==> config.mk <==
export PLATFORM = sky130hd
export DESIGN_NAME = afe_ctrl_seq_flat
export DESIGN_NICKNAME = d
export VERILOG_FILES = /design/src/rtl/afe_ctrl_seq_pkg.sv /design/src/rtl/afe_ctrl_seq_if.sv /design/src/rtl/afe_ctrl_seq_sync_2ff.sv /design/src/rtl/afe_ctrl_seq.sv /design/src/flat_wrapper.sv
export SDC_FILE = /design/constraint.sdc
export NUM_CORES = 1
export LEC_CHECK = 0
export CORE_UTILIZATION = 50
export DETAILED_ROUTE_END_ITERATION = 8
export MAX_ROUTING_LAYER = met4
export PLACE_DENSITY_LB_ADDON = 0.05
export REMOVE_ABC_BUFFERS = 1
export SLEW_MARGIN = 20
export SYNTH_ARGS = -nofsm -noshare
export SYNTH_HDL_FRONTEND = slang
export SYNTH_SLANG_ARGS = --single-unit
==> constraint.sdc <==
create_clock -name clk -period 5.7 [get_ports clk]
set_clock_uncertainty 0.05 [all_clocks]
set_input_delay 0.855 -clock clk [delete_from_list [all_inputs] [get_ports clk]]
set_output_delay 0.855 -clock clk [all_outputs]
set_load 0.02 [all_outputs]
==> src/rtl/afe_ctrl_seq_pkg.sv <==
// rtl/afe_ctrl_seq_pkg.sv - state encoding and config field helpers for the AFE sequencer
package afe_ctrl_pkg;

    typedef enum logic [2:0] {
        ST_IDLE    = 3'd0,
        ST_BG_WAIT = 3'd1,
        ST_CH_ON   = 3'd2,
        ST_ACTIVE  = 3'd3,
        ST_FAULT   = 3'd4
    } afe_state_e;

    function automatic int cfg_w(input int n_ch, input int trim_w);
        return n_ch * (1 + trim_w);
    endfunction

    // Channel field is {en, trim}; en sits just above the trim bits.
    function automatic int trim_pos(input int ch, input int trim_w);
        return ch * (1 + trim_w);
    endfunction

    function automatic int en_pos(input int ch, input int trim_w);
        return ch * (1 + trim_w) + trim_w;
    endfunction

endpackage

==> src/rtl/afe_ctrl_seq_if.sv <==
// rtl/afe_ctrl_seq_if.sv - control/status bundle between pin logic and the AFE sequencer
interface afe_ctrl_seq_if #(
    parameter int N_CH   = 3,
    parameter int TRIM_W = 4
);
    logic                     cfg_sdi;
    logic                     cfg_shift;
    logic                     cfg_latch;
    logic                     start;
    logic                     stop;
    logic                     bg_ok;
    logic                     bg_en;
    logic [N_CH-1:0]          ch_en;
    logic [N_CH*TRIM_W-1:0]   ch_trim;
    logic                     ready;
    logic                     fault;
    logic [2:0]               state_o;

    modport master (
        output cfg_sdi, cfg_shift, cfg_latch, start, stop, bg_ok,
        input  bg_en, ch_en, ch_trim, ready, fault, state_o
    );

    modport slave (
        input  cfg_sdi, cfg_shift, cfg_latch, start, stop, bg_ok,
        output bg_en, ch_en, ch_trim, ready, fault, state_o
    );
endinterface

==> src/rtl/afe_ctrl_seq_sync_2ff.sv <==
// rtl/afe_ctrl_seq_sync_2ff.sv - two-flop synchronizer for asynchronous analog status inputs
module sync_2ff #(
    parameter int W = 1
) (
    input  logic         clk,
    input  logic         rst,
    input  logic [W-1:0] d_i,
    output logic [W-1:0] q_o
);
    logic [W-1:0] meta_q;
    logic [W-1:0] sync_q;

    always_ff @(posedge clk) begin
        if (rst) begin
            meta_q <= '0;
            sync_q <= '0;
        end else begin
            meta_q <= d_i;
            sync_q <= meta_q;
        end
    end

    assign q_o = sync_q;
endmodule

==> src/rtl/afe_ctrl_seq.sv <==
// rtl/afe_ctrl_seq.sv - bandgap/channel power-up sequencer with serial trim configuration
module afe_ctrl_seq
    import afe_ctrl_pkg::*;
#(
    parameter int N_CH       = 3,
    parameter int TRIM_W     = 4,
    parameter int SETTLE_CYC = 200,
    parameter int STEP_CYC   = 16,
    parameter int CNT_W      = 8
) (
    input  logic           clk,
    input  logic           rst,
    afe_ctrl_seq_if.slave  bus
);
    localparam int CFG_W = cfg_w(N_CH, TRIM_W);
    localparam int IDX_W = (N_CH > 1) ? $clog2(N_CH) : 1;

    afe_state_e             state_q;
    logic [CNT_W-1:0]       cnt_q;
    logic [IDX_W-1:0]       idx_q;
    logic [CFG_W-1:0]       shadow_q;
    logic [CFG_W-1:0]       active_q;
    logic [CFG_W-1:0]       active_d;
    logic                   pending_q;
    logic                   bg_en_q;
    logic                   ready_q;
    logic                   fault_q;
    logic [N_CH-1:0]        ch_en_q;
    logic                   bg_ok_s;

    logic [N_CH-1:0]        act_en;
    logic [N_CH-1:0]        nxt_en;
    logic [N_CH*TRIM_W-1:0] act_trim;
    logic                   step_done;
    logic                   last_ch;
    logic                   enter_active;
    logic                   latch_direct;

    sync_2ff #(.W(1)) u_bg_ok_sync (
        .clk (clk),
        .rst (rst),
        .d_i (bus.bg_ok),
        .q_o (bg_ok_s)
    );

    assign step_done    = (cnt_q == CNT_W'(STEP_CYC - 1));
    assign last_ch      = (idx_q == IDX_W'(N_CH - 1));
    assign enter_active = (state_q == ST_CH_ON) && !bus.stop && bg_ok_s && step_done && last_ch;
    assign latch_direct = bus.cfg_latch &&
                          ((state_q == ST_IDLE) || (state_q == ST_ACTIVE) || (state_q == ST_FAULT));

    // A latch during sequencing is deferred so trims never move mid power-up.
    always_comb begin
        active_d = active_q;
        if (latch_direct || (enter_active && (pending_q || bus.cfg_latch))) begin
            active_d = shadow_q;
        end
    end

    always_comb begin
        act_en   = '0;
        nxt_en   = '0;
        act_trim = '0;
        for (int i = 0; i < N_CH; i++) begin
            act_en[i]                     = active_q[en_pos(i, TRIM_W)];
            nxt_en[i]                     = active_d[en_pos(i, TRIM_W)];
            act_trim[i*TRIM_W +: TRIM_W]  = active_q[trim_pos(i, TRIM_W) +: TRIM_W];
        end
    end

    always_ff @(posedge clk) begin
        if (rst) begin
            state_q   <= ST_IDLE;
            cnt_q     <= '0;
            idx_q     <= '0;
            shadow_q  <= '0;
            active_q  <= '0;
            pending_q <= 1'b0;
            bg_en_q   <= 1'b0;
            ready_q   <= 1'b0;
            fault_q   <= 1'b0;
            ch_en_q   <= '0;
        end else begin
            if (bus.cfg_shift) begin
                shadow_q <= {shadow_q[CFG_W-2:0], bus.cfg_sdi};
            end
            active_q <= active_d;

            if (bus.stop && (state_q != ST_IDLE)) begin
                state_q   <= ST_IDLE;
                cnt_q     <= '0;
                idx_q     <= '0;
                pending_q <= 1'b0;
                bg_en_q   <= 1'b0;
                ready_q   <= 1'b0;
                fault_q   <= 1'b0;
                ch_en_q   <= '0;
            end else begin
                case (state_q)
                    ST_IDLE: begin
                        if (bus.start && !bus.stop) begin
                            state_q <= ST_BG_WAIT;
                            bg_en_q <= 1'b1;
                            cnt_q   <= '0;
                        end
                    end
                    ST_BG_WAIT: begin
                        if (bus.cfg_latch) pending_q <= 1'b1;
                        if (cnt_q == CNT_W'(SETTLE_CYC - 1)) begin
                            cnt_q <= '0;
                            if (bg_ok_s) begin
                                state_q <= ST_CH_ON;
                                idx_q   <= '0;
                            end else begin
                                state_q <= ST_FAULT;
                                bg_en_q <= 1'b0;
                                fault_q <= 1'b1;
                            end
                        end else begin
                            cnt_q <= cnt_q + CNT_W'(1);
                        end
                    end
                    ST_CH_ON: begin
                        if (!bg_ok_s) begin
                            state_q <= ST_FAULT;
                            bg_en_q <= 1'b0;
                            ch_en_q <= '0;
                            fault_q <= 1'b1;
                        end else begin
                            if (bus.cfg_latch) pending_q <= 1'b1;
                            if (step_done) begin
                                cnt_q          <= '0;
                                ch_en_q[idx_q] <= act_en[idx_q];
                                if (last_ch) begin
                                    state_q   <= ST_ACTIVE;
                                    ready_q   <= 1'b1;
                                    ch_en_q   <= nxt_en;
                                    pending_q <= 1'b0;
                                end else begin
                                    idx_q <= idx_q + IDX_W'(1);
                                end
                            end else begin
                                cnt_q <= cnt_q + CNT_W'(1);
                            end
                        end
                    end
                    ST_ACTIVE: begin
                        if (!bg_ok_s) begin
                            state_q <= ST_FAULT;
                            bg_en_q <= 1'b0;
                            ch_en_q <= '0;
                            ready_q <= 1'b0;
                            fault_q <= 1'b1;
                        end else begin
                            ch_en_q <= nxt_en;
                        end
                    end
                    ST_FAULT: begin
                        fault_q <= 1'b1;
                    end
                    default: begin
                        state_q <= ST_IDLE;
                        bg_en_q <= 1'b0;
                        ch_en_q <= '0;
                        ready_q <= 1'b0;
                        fault_q <= 1'b0;
                    end
                endcase
            end
        end
    end

    assign bus.bg_en   = bg_en_q;
    assign bus.ch_en   = ch_en_q;
    assign bus.ch_trim = act_trim;
    assign bus.ready   = ready_q;
    assign bus.fault   = fault_q;
    assign bus.state_o = state_q;
endmodule

==> src/flat_wrapper.sv <==
// flat-port wrapper written by rule: the top's interface ports become plain ports
module afe_ctrl_seq_flat import afe_ctrl_pkg::*;
#(
    parameter int N_CH       = 3,
    parameter int TRIM_W     = 4,
    parameter int SETTLE_CYC = 200,
    parameter int STEP_CYC   = 16,
    parameter int CNT_W      = 8
)
  (clk, rst, bus_cfg_sdi, bus_cfg_shift, bus_cfg_latch, bus_start, bus_stop, bus_bg_ok, bus_bg_en, bus_ch_en, bus_ch_trim, bus_ready, bus_fault, bus_state_o);
  afe_ctrl_seq_if #(.N_CH(N_CH), .TRIM_W(TRIM_W)) bus_i ();
  input  logic clk;
  input  logic rst;
  input wire logic [$bits(bus_i.cfg_sdi)-1:0] bus_cfg_sdi;
  input wire logic [$bits(bus_i.cfg_shift)-1:0] bus_cfg_shift;
  input wire logic [$bits(bus_i.cfg_latch)-1:0] bus_cfg_latch;
  input wire logic [$bits(bus_i.start)-1:0] bus_start;
  input wire logic [$bits(bus_i.stop)-1:0] bus_stop;
  input wire logic [$bits(bus_i.bg_ok)-1:0] bus_bg_ok;
  output wire logic [$bits(bus_i.bg_en)-1:0] bus_bg_en;
  output wire logic [$bits(bus_i.ch_en)-1:0] bus_ch_en;
  output wire logic [$bits(bus_i.ch_trim)-1:0] bus_ch_trim;
  output wire logic [$bits(bus_i.ready)-1:0] bus_ready;
  output wire logic [$bits(bus_i.fault)-1:0] bus_fault;
  output wire logic [$bits(bus_i.state_o)-1:0] bus_state_o;
  assign bus_i.cfg_sdi = bus_cfg_sdi;
  assign bus_i.cfg_shift = bus_cfg_shift;
  assign bus_i.cfg_latch = bus_cfg_latch;
  assign bus_i.start = bus_start;
  assign bus_i.stop = bus_stop;
  assign bus_i.bg_ok = bus_bg_ok;
  assign bus_bg_en = bus_i.bg_en;
  assign bus_ch_en = bus_i.ch_en;
  assign bus_ch_trim = bus_i.ch_trim;
  assign bus_ready = bus_i.ready;
  assign bus_fault = bus_i.fault;
  assign bus_state_o = bus_i.state_o;
  afe_ctrl_seq #(.N_CH(N_CH), .TRIM_W(TRIM_W), .SETTLE_CYC(SETTLE_CYC), .STEP_CYC(STEP_CYC), .CNT_W(CNT_W)) u_core (.clk(clk), .rst(rst), .bus(bus_i));
endmodule
==> metrics.md, run 1 <==
| Metric | Value |
|---|---|
| Period minus WS final | `2830 ps` |
| Yosys reg bits | `52` |
| RSZ-0062 raised after global routing | `false` |
| CTS Buffer Depth | `2` |
| Clock Latency Late Sink | `310 ps` |
| Die W | `73.0 µm` |
| Slew @ Worst Pin | `864 ps` |
| Post-synth top area share | `41.3%` |
| Via count | `1,951` |
| Largest area contributor in the synthesized netlist | `dfxtp_1` |
| H-tree depth | `2` |
| Drt via density | `5.43` |
| Final slew viol count | `0` |
| I/O Buffers | `28` |
| Clock sink count | `52` |
| Initial Util | `52.7%` |
| Fmax | `353 MHz` |
| Worst slew margin | `40.9%` |
| Slowest-stage cell, CP | `o31ai_1` |
| Syn-to-layout area delta | `12.4%` |
| Initial antenna violation count | `0` |
| Fin. Hold Viols | `0` |
| Most frequent cells in the layout | `52 x dfxtp_1, 44 x nor2_1, 34 x mux2i_1` |
| Status | `completed` |
| Die ar. | `5330 µm²` |
| CP Class | `input pin to register` |
| Crit path DAT | `2950 ps` |
| DRC | `0` |
| Lkg Pwr | `1.07 nW` |
| Sequential share of the synthesized area | `41.3%` |
| Top_reg_cell synth | `dfxtp_1` |
| Die Span Y | `73.0 µm` |
| Most common cell after layout, fill and taps aside | `dfxtp_1` |
| Post-DRT Antenna Nets | `0` |
| Cells after synthesis | `281` |
| Largest stage delay, worst path | `770 ps` |
| GRT overflow | `0` |
| Root Buffer | `clkbuf_8` |
| GPL Wtd Cong | `0.797` |
| Stages on the worst setup path | `6` |
| Worst EP required | `5820 ps` |
| Vias in the first global route | `1,766` |
| WL/cell | `13.6 µm` |
| DRT Pass-1 Iters | `4` |
| Floorplan row count | `25` |
| PwrDens | `232 nW/µm²` |
| Crit-path cells | `clkdlybuf4s50_1 -> nor2b_1 -> o21bai_1 -> a21o_1 -> o31ai_1 -> nor2_1` |
| Worst path bufs/invs | `1` |
| Post-CTS sizing | `0` |
| Crit end category | `register` |
| Hold Slack | `399 ps` |
| Post-CTS Setup Inserts | `0` |
| Average size of a mapped cell | `8.98 µm²` |
| Ant diodes | `0` |
| Syn. warnings | `0` |
| Grt met1 use | `26.5%` |
| Iteration-0 DRC Markers | `198` |
| Pin count of the biggest net entering global routing | `37` |
| Total Wirelength | `4880 µm` |
| Top area cells in the synthesized netlist | `dfxtp_1 41%, mux2i_1 13%, nor2_1 6.5%` |
| Startpoint Class | `input pin` |
| DP HPWL | `3270 µm` |
| Share of cells above drive strength 1 | `7.53%` |
| Worst reg2reg path depth | `5` |
| Tcrit/Tclk final | `49.6%` |
| Post-synth EDFFs | `0` |
| Max Fanout on Critical Path | `13` |
| VDD IR max | `0.160 mV` |
| Met3 usage | `6.22%` |
| Total core area | `4790 µm²` |
| Grt met2 use | `30.8%` |
| Top Ports | `29` |
| CP top delay family | `compound AO/OA/AOI/OAI gates` |
| Yosys cell types | `56` |
| Global-route wire length before repair | `8220 µm` |
| Register clock-pin slew on the reported worst setup and hold paths | `100 ps` |
| Final nets | `303` |
| Max-Cap Viols | `0` |
| # setup viols final | `0` |
| Cell Area, Synth | `2520 µm²` |
| Worst hold path stage count | `1` |
| Cts bufs inserted | `5` |
| CTS tree | `yes` |
| Hold Buf Count CTS | `0` |
| Hold WC Path Type | `register to register` |
| GRT Util Overall | `20.6%` |
| Asr flop ratio synth | `0%` |
| Post-Route Setup TNS | `0 ps` |
| Global route hottest layer | `met2` |
metal layers:
layer,vias up,wire length [µm]
met1,895,2420
met3,8,217
li1,1002,-
met5,-,0
met2,46,2170
met4,0,76
cell usage after synthesis, drive strengths merged, types with 2 or more instances:
cell	instances
and3b	2
nand3	9
o31ai	3
a31oi	2
nor3	2
ha	4
nand2b	2
or2	2
a21oi	12
o211ai	3
inv	7
nor2	44
buf	16
nor2b	4
o21ai	12
dfxtp	52
nand4b	2
a2111oi	2
or3b	2
or3	6
mux2	2
nor4	4
a21o	2
clkbuf	11
a211oi	2
o311a	2
nand2	16
and3	3
mux2i	34
power breakdown:
part,internal [mW],total [mW],switching [mW]
logic,0.0264,0.0615,0.0352
registers,0.368,0.375,0.00665
clock network,0.0898,0.222,0.132
path summary, 6_finish.rpt:
kind	start	end	slack, ps
max	bus_stop	u_core.cnt_q[0]	2870
min	u_core.u_bg_ok_sync.meta_q	u_core.u_bg_ok_sync.q_o	400
max reg2reg	u_core.bus.state_o[0]	u_core.idx_q[1]	2990
min reg2reg	u_core.u_bg_ok_sync.meta_q	u_core.u_bg_ok_sync.q_o	400
final cells by class:
cell class | count | area (µm²)
multi-input cells | 195 | 1290
repair buffers | 30 | 295
clock inverters | 3 | 25.0
well taps | 67 | 83.8
clock buffers | 5 | 68.8
inverters | 7 | 26.3
fillers | 437 | 1950
flip-flops and latches | 52 | 1040
logic make-up after synthesis:
logic type | Yosys count | synth area share (%)
adders and majority gates | 4 | 1.98
DFF | 52 | 41.3
buffers and inverters | 34 | 7.84
and+or+nand+nor | 105 | 21.2
muxes | 36 | 14.4
AOI/OAI and AO/OA | 49 | 13.0
xor gates and xnor gates | 1 | 0.347
registers in the layout, summed over array words and instances, names as in the netlist:
signal,count
u_core.u_bg_ok_sync.q_o,1
u_core.cnt_q,8
u_core.bus.fault,1
u_core.bus.ready,1
u_core.idx_q,2
u_core.u_bg_ok_sync.meta_q,1
u_core.bus.bg_en,1
u_core.bus.ch_en,3
u_core.active_q,15
u_core.bus.state_o,3
u_core.shadow_q,15
u_core.pending_q,1
stage by stage:
stage / util (%) / power (mW) / setup WS (ps) / std cells / cell area [µm²]
3_3_place_gp: 57.3 / 0.444 / 2660 / 351 / 2740
5_1_grt: 59.2 / 0.690 / 2690 / 359 / 2840
2_1_floorplan: - / 0.418 / 2270 / 254 / 2350
6_report: 59.2 / 0.659 / 2870 / 359 / 2840
4_1_cts: 59.2 / 0.665 / 2920 / 359 / 2840
3_5_place_dp: 57.3 / 0.445 / 2610 / 351 / 2740
Note: power is estimated with default switching activity, not from simulation.
==> inputs of run 2 (changes only) <==
==> constraint.sdc (replaced) <==
create_clock -name clk -period 2.8 [get_ports clk]
set_clock_uncertainty 0.05 [all_clocks]
set_input_delay 0.42 -clock clk [delete_from_list [all_inputs] [get_ports clk]]
set_output_delay 0.42 -clock clk [all_outputs]
set_load 0.02 [all_outputs]
==> run 2 against run 1 <==
  * Sequential share of layout area is 0.78 points lower
  * Via count grew 2.7%
  * Critical endpoint is now u_core.bus.ch_en[0]
  * Sequential power increased by 100%
  * Setup slack got worse by 2600 ps
==> metrics.md, run 2 (synthesis gave the netlist of run 1 again) <==
| Metric | Value |
|---|---|
| Worst slew margin | `60.3%` |
| H-tree depth | `2` |
| Reg2reg start | `u_core.cnt_q[0]` |
| CTS Buffer Depth | `2` |
| GRT overflow | `0` |
| RSZ-0062 raised after global routing | `false` |
| Hold path start | `u_core.u_bg_ok_sync.meta_q` |
| Fin. Hold Viols | `0` |
| Die ar. | `5330 µm²` |
| Post-Route Setup TNS | `0 ps` |
| Hold Slack | `406 ps` |
| R2r setup slk | `220 ps` |
| Floorplan row count | `25` |
| Pin count of the biggest net entering global routing | `33` |
| Crit path DAT | `2710 ps` |
| Final slew viol count | `0` |
| Worst hold path stage count | `1` |
| Die W | `73.0 µm` |
| Share of cells above drive strength 1 | `9.70%` |
| Root Buffer | `clkbuf_8` |
| Lkg Pwr | `1.11 nW` |
| Final nets | `310` |
| Max-Cap Viols | `0` |
| WL/cell | `13.7 µm` |
| Total Power | `1.33 mW` |
| Hold WC Path Type | `register to register` |
| DRC | `0` |
| Total Wirelength | `5000 µm` |
| Period minus WS final | `2580 ps` |
| Post-CTS Setup Inserts | `0` |
| Ant diodes | `0` |
| Fmax | `388 MHz` |
| Vias in the first global route | `1,810` |
| Top Ports | `29` |
| GPL Wtd Cong | `0.854` |
| CP Class | `register to register` |
| Reg2reg end | `u_core.bus.ch_en[0]` |
| Top flop regs | `u_core.active_q (15), u_core.shadow_q (15), u_core.cnt_q (8)` |
| Die Span Y | `73.0 µm` |
| DP HPWL | `3540 µm` |
| Slew @ Worst Pin | `580 ps` |
| Post-DRT Antenna Nets | `0` |
| Worst EP required | `2930 ps` |
| GRT Util Overall | `21.1%` |
| Post-CTS sizing | `0` |
| Clock Latency Late Sink | `300 ps` |
| Initial antenna violation count | `0` |
| Worst reg2reg path depth | `7` |
| DRT Pass-1 Iters | `4` |
| VDD IR max | `0.340 mV` |
| Syn-to-layout area delta | `14.8%` |
| Most frequent cells in the layout | `52 x dfxtp_1, 44 x nor2_1, 34 x mux2i_1` |
| Tcrit/Tclk final | `92.0%` |
| Hold path endpoint | `u_core.u_bg_ok_sync.q_o` |
| Setup WS pre-CTS | `266 ps` |
| Most common cell after layout, fill and taps aside | `dfxtp_1` |
| Footprint of the multi-input gates | `1290 µm²` |
| CTS tree | `yes` |
| Crit end category | `register` |
| Status | `completed` |
| Via count | `2,003` |
| Drt via density | `5.47` |
| # setup viols final | `0` |
| Startpoint Class | `register` |
| Cts bufs inserted | `5` |
| Initial Util | `52.7%` |
| Max Fanout on Critical Path | `18` |
| Iteration-0 DRC Markers | `231` |
| PwrDens | `458 nW/µm²` |
| Setup WS post-layout | `224 ps` |
| Total core area | `4790 µm²` |
| Clock sink count | `52` |
| I/O Buffers | `28` |
| Global-route wire length before repair | `8500 µm` |
| Post-layout util | `60.5%` |
| Hold Buf Count CTS | `0` |
| Fill count | `458` |
| Sequential Area | `1040 µm²` |
| Register clock-pin slew on the reported worst setup and hold paths | `100 ps` |
run 2: changes by cell type in the layout (fill, tap and decap cells not counted):
| cell | before | now |
|---|---|---|
| buf_4 | 2 | 8 |
| inv_6 | 2 | 1 |
| clkinv_2 | 0 | 1 |
| buf_12 | 0 | 1 |
run 2: critical path, cell delays in order, from the launching register on:
cell,delay [ps]
dfxtp_1,430
ha_1,270
or3b_4,430
or2_1,280
o41ai_4,380
buf_12,220
mux2i_1,250
o211ai_1,130
run 2: worst max-delay path by stage:
stage	from	end	slack [ps]	cells past startpoint
floorplan	u_core.cnt_q[0]	u_core.bus.ch_en[0]	-630	6
global placement	u_core.cnt_q[0]	u_core.bus.ch_en[0]	340	7
detailed placement	u_core.cnt_q[0]	u_core.bus.ch_en[0]	270	7
CTS	u_core.cnt_q[0]	u_core.bus.ch_en[0]	230	7
global route	u_core.cnt_q[0]	u_core.bus.ch_en[0]	80	7
finish	u_core.cnt_q[0]	u_core.bus.ch_en[0]	220	7
run 2: metrics by stage:
stage	std cells	area, µm²
final	366	2900
after global routing	366	2900
after CTS	366	2900
after detailed placement	358	2810
after global placement	358	2810
after floorplan	254	2350
run 2: final cells by class:
type	instances	share of cell area (%)
clock buffers	5	2.38
clock inverters	3	0.734
inverters	7	0.907
multi-input cells	195	44.7
flip-flops and latches	52	35.9
well taps	67	2.89
repair buffers	37	12.4
run 2: report_power, final:
group          leakage (nW)  internal [mW]  switching [mW]  total (mW)
combinational         0.648         0.0612          0.0767       0.138
sequential            0.420          0.750          0.0116       0.761
clock                0.0445          0.178           0.250       0.428
total                  1.11          0.989           0.339        1.33
run 2: routing by layer:
| layer | vias to the layer above | track usage [%] | part of all wire, % |
|---|---|---|---|
| li1 | 1020 | - | - |
| met1 | 944 | 28.9 | 49 |
| met2 | 37 | 32.2 | 47 |
| met3 | 2 | 3.73 | 3.5 |
| met4 | 0 | 5.23 | 0.68 |
| met5 | - | - | 0 |
